**src/rtl/sound_pkg.sv**
```systemverilog
// Shared constants, frame type and slot bit selection for the I2S audio path.
package sound_pkg;

   localparam int ACC_INC_DEF = 245760;
   localparam int ACC_MOD_DEF = 742500;
   localparam int SLOT_BITS   = 32;
   localparam int DATA_BITS   = 16;

   typedef struct packed {
      logic [DATA_BITS-1:0] l;
      logic [DATA_BITS-1:0] r;
   } frame_t;

   // I2S puts the MSB one SCLK after the LRCK change, then 15 pad zeros
   function automatic logic slot_bit(input logic [DATA_BITS-1:0] word, input logic [4:0] pos);
      logic [4:0] idx;
      idx = 5'd16 - pos;
      if (pos == 5'd0 || pos > 5'd16) return 1'b0;
      return word[idx[3:0]];
   endfunction

endpackage

```
**src/rtl/sound_fifo.sv**
```systemverilog
// Small synchronous frame FIFO between the sound mixer and the I2S serialiser.
module sound_fifo
   import sound_pkg::*;
#(
   parameter int DEPTH = 4
) (
   input  logic                 clk,
   input  logic                 reset_n,
   input  logic                 push,
   input  logic                 pop,
   input  logic [SLOT_BITS-1:0] wr_data,
   output logic [SLOT_BITS-1:0] rd_data,
   output logic                 full,
   output logic                 empty
);

   localparam int AW = $clog2(DEPTH);
   localparam int CW = AW + 1;

   logic [SLOT_BITS-1:0] mem_q [DEPTH];
   logic [SLOT_BITS-1:0] mem_d [DEPTH];
   logic [AW-1:0]        wr_ptr_q, wr_ptr_d;
   logic [AW-1:0]        rd_ptr_q, rd_ptr_d;
   logic [CW-1:0]        count_q, count_d;
   logic                 do_push, do_pop;

   assign full    = (count_q == CW'(DEPTH));
   assign empty   = (count_q == '0);
   assign rd_data = mem_q[rd_ptr_q];

   // Guard internally so a misbehaving caller cannot corrupt the count
   assign do_push = push & ~full;
   assign do_pop  = pop & ~empty;

   always_comb begin
      mem_d    = mem_q;
      wr_ptr_d = wr_ptr_q;
      rd_ptr_d = rd_ptr_q;
      count_d  = count_q;
      if (do_push) begin
         mem_d[wr_ptr_q] = wr_data;
         wr_ptr_d        = wr_ptr_q + 1'b1;
      end
      if (do_pop) rd_ptr_d = rd_ptr_q + 1'b1;
      case ({do_push, do_pop})
         2'b10:   count_d = count_q + 1'b1;
         2'b01:   count_d = count_q - 1'b1;
         default: count_d = count_q;
      endcase
   end

   always_ff @(posedge clk or negedge reset_n) begin
      if (!reset_n) begin
         for (int i = 0; i < DEPTH; i++) mem_q[i] <= '0;
         wr_ptr_q <= '0;
         rd_ptr_q <= '0;
         count_q  <= '0;
      end else begin
         mem_q    <= mem_d;
         wr_ptr_q <= wr_ptr_d;
         rd_ptr_q <= rd_ptr_d;
         count_q  <= count_d;
      end
   end

endmodule

```
**src/rtl/sound_i2s.sv**
```systemverilog
// Stereo I2S output: fractional MCLK/SCLK/LRCK generation from clk_74a,
// frame buffering and MSB-first serialisation with one-bit I2S delay.
module sound_i2s
   import sound_pkg::*;
#(
   parameter int ACC_INC    = ACC_INC_DEF,
   parameter int ACC_MOD    = ACC_MOD_DEF,
   parameter int ACC_W      = 22,
   parameter int FIFO_DEPTH = 4,
   parameter int UNDER_HOLD = 1
) (
   input  logic        clk,
   input  logic        reset_n,
   input  logic [15:0] sample_l,
   input  logic [15:0] sample_r,
   input  logic        sample_valid,
   output logic        sample_ready,
   input  logic        mute,
   output logic        audio_mclk,
   output logic        audio_sclk,
   output logic        audio_lrck,
   output logic        audio_dac,
   output logic        underrun
);

   localparam int                 SUM_W = ACC_W + 1;
   localparam logic [SUM_W-1:0]   INC_V = SUM_W'(ACC_INC);
   localparam logic [SUM_W-1:0]   MOD_V = SUM_W'(ACC_MOD);

   logic [ACC_W-1:0] acc_q, acc_d;
   logic [SUM_W-1:0] acc_sum, acc_wrap;
   logic             toggle, mclk_rise, sclk_fall, load;
   logic             mclk_q, mclk_d;
   logic [1:0]       div_q, div_d;
   logic             sclk_q, sclk_d;
   logic [5:0]       bit_cnt_q, bit_cnt_d, bit_nxt;
   logic             lrck_q, lrck_d;
   logic             dac_q, dac_d;
   logic             underrun_q, underrun_d;
   frame_t           frame_q, frame_d;
   logic [15:0]      slot_word;

   logic                 fifo_full, fifo_empty, fifo_push, fifo_pop;
   logic [SLOT_BITS-1:0] fifo_rd;

   assign fifo_push    = sample_valid & ~fifo_full;
   assign fifo_pop     = load & ~fifo_empty;
   assign sample_ready = ~fifo_full;

   sound_fifo #(.DEPTH(FIFO_DEPTH)) u_fifo (
      .clk     (clk),
      .reset_n (reset_n),
      .push    (fifo_push),
      .pop     (fifo_pop),
      .wr_data ({sample_l, sample_r}),
      .rd_data (fifo_rd),
      .full    (fifo_full),
      .empty   (fifo_empty)
   );

   // Fractional divider: MCLK toggles on every accumulator wrap
   always_comb begin
      acc_sum   = {1'b0, acc_q} + INC_V;
      acc_wrap  = acc_sum - MOD_V;
      toggle    = (acc_sum >= MOD_V);
      acc_d     = toggle ? acc_wrap[ACC_W-1:0] : acc_sum[ACC_W-1:0];
      mclk_d    = mclk_q ^ toggle;
      mclk_rise = toggle & ~mclk_q;
      div_d     = mclk_rise ? div_q + 2'd1 : div_q;
      sclk_d    = div_d[1];
      sclk_fall = mclk_rise && (div_q == 2'd3);
   end

   // Bit counter and serialiser; everything advances on the SCLK falling edge
   always_comb begin
      bit_nxt    = bit_cnt_q + 6'd1;
      load       = sclk_fall && (bit_nxt == 6'd0);
      bit_cnt_d  = bit_cnt_q;
      lrck_d     = lrck_q;
      dac_d      = dac_q;
      frame_d    = frame_q;
      underrun_d = load & fifo_empty;
      slot_word  = '0;
      if (!mute) slot_word = bit_nxt[5] ? frame_q.r : frame_q.l;
      if (sclk_fall) begin
         bit_cnt_d = bit_nxt;
         lrck_d    = bit_nxt[5];
         dac_d     = slot_bit(slot_word, bit_nxt[4:0]);
      end
      // No bypass: a frame pushed at the load edge waits for the next one
      if (load) begin
         if (!fifo_empty)          frame_d = frame_t'(fifo_rd);
         else if (UNDER_HOLD == 0) frame_d = '0;
      end
   end

   always_ff @(posedge clk or negedge reset_n) begin
      if (!reset_n) begin
         acc_q      <= '0;
         mclk_q     <= 1'b0;
         div_q      <= 2'd0;
         sclk_q     <= 1'b0;
         bit_cnt_q  <= 6'd63;
         lrck_q     <= 1'b1;
         dac_q      <= 1'b0;
         frame_q    <= '0;
         underrun_q <= 1'b0;
      end else begin
         acc_q      <= acc_d;
         mclk_q     <= mclk_d;
         div_q      <= div_d;
         sclk_q     <= sclk_d;
         bit_cnt_q  <= bit_cnt_d;
         lrck_q     <= lrck_d;
         dac_q      <= dac_d;
         frame_q    <= frame_d;
         underrun_q <= underrun_d;
      end
   end

   assign audio_mclk = mclk_q;
   assign audio_sclk = sclk_q;
   assign audio_lrck = lrck_q;
   assign audio_dac  = dac_q;
   assign underrun   = underrun_q;

endmodule

```
**config.mk**
```make
export PLATFORM = sky130hd
export DESIGN_NAME = sound_i2s
export DESIGN_NICKNAME = d
export VERILOG_FILES = /design/src/rtl/sound_pkg.sv /design/src/rtl/sound_fifo.sv /design/src/rtl/sound_i2s.sv
export SDC_FILE = /design/constraint.sdc
export NUM_CORES = 1
export LEC_CHECK = 0
export ABC_AREA = 1
export BUFFER_PORTS_ARGS = -buffer_cell sky130_fd_sc_hd__buf_2
export CORE_UTILIZATION = 40
export CTS_CLUSTER_DIAMETER = 150
export DETAILED_ROUTE_END_ITERATION = 8
export PLACE_DENSITY = 0.67
export SYNTH_ARGS = -nofsm -noshare
export SYNTH_HDL_FRONTEND = slang
export SYNTH_SLANG_ARGS = --single-unit
```
**constraint.sdc**
```tcl
create_clock -name clk -period 4.1 [get_ports clk]
set_clock_uncertainty 0.1 [all_clocks]
set_input_delay 0 -clock clk [delete_from_list [all_inputs] [get_ports clk]]
set_output_delay 0 -clock clk [all_outputs]
set_load 0.01 [all_outputs]
```
==> flow_summary.ini <==
[run_status]
run_status = finished clean

[cells_and_area]
multi_input_area_sq_um = 3780
layout_commonest_cell = sky130_fd_sc_hd__dfrtp_1
n_antenna_cell = 0
final_layout_size_suffix_gt1_share_pct = 15.49
register_area_sq_um = 4964
fill_cells = 2188
most-common-layout-cells = sky130_fd_sc_hd__dfrtp_1, sky130_fd_sc_hd__nand2_1, sky130_fd_sc_hd__o21ai_0
final_net_count = 1141
area_delta_synth_final_pct = 15.14

[floorplan]
initial_utilization_pct = 41.24
floorplan.io_pins = 42
die_area_sq_um = 24170
rows = 55
floorplan.die.height_um = 155.5
die_x_um = 155.5
area_of_the_placeable_core_sq_um = 22850

[timing]
maxSlewViolCount = 0
max_slew_headroom_pct = 22.54
final.setup.tns_ps = 0
finalCriticalPeriod_ps = 3508
worst-slew-pin-transition_ps = 1159
layout_worst_path_cycle_share_pct = 85.56
max_freq_mhz = 285.1
rsz0062_at_grt = no
layout_setup_ws_ps = 592.0
final-hold-violation-count = 0
setup_viol = 0

[route]
drc = 0
drt-total-wl_mm = 20.77
routed_wirelength_normalized_by_instance_count_um = 14.66
drt_pre_antenna_iters = 5
vias_per_cell = 4.934
dr_vias = 6992
ant_nets = 0
dr.first_iter.drc_count = 531

[clock_tree]
tritoncts_clock_tree = yes
insertion_delay_ps = 440
path_clk_slew_ps = 70
htree_levels = 4
cts.repair.resized = 0
number_of_clock_buffers_inserted_by_tritoncts = 17
clock_tree.root_cell = sky130_fd_sc_hd__clkbuf_16
cts.repair_timing.setup_buffer_count = 0
clock-sinks = 198
clock_tree.buffer_depth = 2

[placement]
io_buffer_count = 41
post-dp-hpwl_mm = 12.73
gp_congestion = 0.8693
detailedPlace.worstSlack_ps = 621.3

[yosys]
number_of_nets_produced_by_synthesis = 1087
synthesis.yosys.warnings = 0
ys_ff_latch = 198
synth_seq_area_share_pct = 52.66
post-synth-top-area-cell = sky130_fd_sc_hd__dfrtp_1
number_of_distinct_library_cells_after_synthesis = 36
synth_top_cell_area_share_pct = 50.99
avgSynthCellArea_sq_um = 9.087
synth_top_cells_by_area = sky130_fd_sc_hd__dfrtp_1, sky130_fd_sc_hd__mux2_2, sky130_fd_sc_hd__o21ai_0
syn_area_sq_um = 9423
netlist_instances = 1037

[min_path]
type_of_the_tightest_min_delay_check = in -> reg
min_from = sample_valid
min_to = u_fifo.wr_ptr_q[0]$_DFFE_PN0P_
hold-path-cell-count = 3

[pwr]
total_switching_power_w = 0.0008612
total_leakage_power_nw = 5.242
power_per_cell_area_nw_per_um2 = 343.3
power.ir.vdd_worst_v = 0.0002343
power_frac_seq_pct = 52.4
p_clk_share_pct = 45.0
power.internal_w = 0.002863
power.combinational.fraction_pct = 2.6
swShare_pct = 23.12

[global_routing]
grt.met1_usage_pct = 25.63
gr-total-overflow = 0
grt_use_met3_pct = 3.315
initial_antenna_violation_count = 0
grt_util_met2_pct = 29.25
grt_usage_pct = 18.48
grt_pass1_vias = 6845
grt_max_degree = 125
wire_length_of_the_first_global_routing_pass_mm = 34.98
busiest_layer = met2

[critical_path]
critPathArrivalTime_ps = 3720
critPathSlowestCell = sky130_fd_sc_hd__fa_1
path_common_cell = sky130_fd_sc_hd__nand2_1
path_cells = inv_2, ha_1, nand2_1, nand2_1, nor2_1, xnor2_1, inv_1, nor2_1, nand2_1, nand2b_1, ha_1, nand2_1, nor3_2, nand2_1, inv_2, ha_1, inv_1, fa_1, a21oi_1, o21ai_0, xor2_1
worst_reg2reg_path_startpoint = acc_q[14]$_DFF_PN0_
cp_data_required_time_ps = 4320
crit_fanout = 8
capturing_element_type_of_the_critical_path = register
slack_of_the_worst_reg_to_reg_path_ps = 590
r2r-end = u_fifo.count_q[2]$_DFFE_PN0P_
setup.worst_path.start_class = register
worst-r2r-cell-count = 21
critical_path.max_stage_delay_ps = 380
setup_crit_path_kind = reg -> reg

[flow_run]
timing.max_cap.violations = 0
## cell usage after synthesis
cell                       count
sky130_fd_sc_hd__o211ai_1      1
sky130_fd_sc_hd__xor2_1       23
sky130_fd_sc_hd__nor2_2        1
sky130_fd_sc_hd__clkbuf_1     31
sky130_fd_sc_hd__buf_4         1
sky130_fd_sc_hd__inv_2         3
sky130_fd_sc_hd__o21ai_2       1
sky130_fd_sc_hd__nand3b_1      2
sky130_fd_sc_hd__xnor2_1       8
sky130_fd_sc_hd__dfstp_2       6
sky130_fd_sc_hd__nor3_1        3
sky130_fd_sc_hd__nand3_1      40
sky130_fd_sc_hd__o21a_1        2
sky130_fd_sc_hd__clkinv_1      1
sky130_fd_sc_hd__ha_1         13
sky130_fd_sc_hd__nand2_2       2
sky130_fd_sc_hd__mux2_2       65
sky130_fd_sc_hd__buf_2        16
sky130_fd_sc_hd__o21ai_0     143
sky130_fd_sc_hd__or2_1         1
sky130_fd_sc_hd__nand2_1     179
sky130_fd_sc_hd__or2_2         1
sky130_fd_sc_hd__buf_1         3
sky130_fd_sc_hd__inv_1       119
sky130_fd_sc_hd__a31oi_1      32
sky130_fd_sc_hd__nand2b_1      1
sky130_fd_sc_hd__buf_6         3
sky130_fd_sc_hd__nor4_1        1
sky130_fd_sc_hd__nand4_1       3
sky130_fd_sc_hd__o21bai_1      8
sky130_fd_sc_hd__fa_1          1
sky130_fd_sc_hd__dfrtp_1     192
sky130_fd_sc_hd__a21oi_1      74
sky130_fd_sc_hd__nor3_2        1
sky130_fd_sc_hd__nor2_1       55
sky130_fd_sc_hd__o21ai_1       1
## power groups by stage
stage	Clock, W	Sequential, W	Combinational, W
3_5_place_dp	0	0.00199	0.0000759
2_1_floorplan	0	0.00199	0.000000524
4_1_cts	0.00171	0.00195	0.000101
5_1_grt	0.00179	0.00195	0.000110
3_3_place_gp	0	0.00199	0.0000748
6_report	0.00168	0.00195	0.0000967
## through the flow
step	total power (W)	instances	utilization [%]	instance area (sq um)	hold slack, ps
floorplan	0.001991	1037	-	9423	-395.6
global route	0.003847	1417	47.49	10850	122.6
global placement	0.002065	1351	43.46	9928	136.0
finish	0.003725	1417	47.49	10850	108.5
detailed placement	0.002066	1351	43.46	9928	155.3
CTS	0.003764	1417	47.49	10850	96.79
## registers in the layout, indices dropped and copies added, names as in the netlist
signal and count:
underrun 1, u_fifo.count_q 3, u_fifo.mem_q 128, audio_dac 1
div_q 2, bit_cnt_q 6, u_fifo.wr_ptr_q 2, acc_q 20
audio_mclk 1, u_fifo.rd_ptr_q 2, frame_q 32
## routing by layer
metal	vias to the layer above	share of wire, %
met3	17	4.5
met5	-	0
met2	142	47
met4	0	1.2
met1	3324	48
li1	3509	-
## how the worst max path moves through the flow
stage	from	to	slack [ps]	cells after the start
2_1_floorplan	acc_q[14]$_DFF_PN0_	u_fifo.count_q[2]$_DFFE_PN0P_	290	25
3_3_place_gp	acc_q[14]$_DFF_PN0_	u_fifo.count_q[2]$_DFFE_PN0P_	710	21
3_5_place_dp	acc_q[14]$_DFF_PN0_	u_fifo.count_q[2]$_DFFE_PN0P_	620	21
4_1_cts	acc_q[14]$_DFF_PN0_	u_fifo.count_q[2]$_DFFE_PN0P_	580	21
5_1_grt	acc_q[14]$_DFF_PN0_	u_fifo.count_q[2]$_DFFE_PN0P_	230	21
6_report	acc_q[14]$_DFF_PN0_	u_fifo.count_q[2]$_DFFE_PN0P_	590	21
## cells by family after synthesis
logic type / count (synthesis) / synth area share, %
DFF: 198 / 52.66
adders and majority gates: 14 / 1.939
muxes: 65 / 7.768
buffers and inverters: 177 / 7.542
and+or+nand+nor: 290 / 12.53
AOI/OAI and AO/OA: 262 / 14.67
xor gates and xnor gates: 31 / 2.881
## worst max-delay path: cells and delay by family, from the launching register on
family | cells | cell delay [ps]
AND/OR/NAND/NOR | 9 | 890
flip-flops | 1 | 370
AO/OA/AOI/OAI | 2 | 260
XOR/XNOR | 2 | 460
adder cells (fa/ha/maj) | 4 | 930
buffers and inverters | 4 | 370
## cell type report
type	instances	share of cell area, %
Clock buffer	19	4.083
Clock inverter	13	1.269
Inverter	123	4.256
Multi-Input combinational cell	662	34.84
Sequential cell	198	45.75
Tap cell	313	3.610
Timing Repair Buffer	89	6.193
## timing repair
action,in CTS,in global routing
setup endpoints to repair,0,0
endpoints found under the hold margin,247,0
hold buffers,34,0
Note: power is estimated with default switching activity, not from simulation.
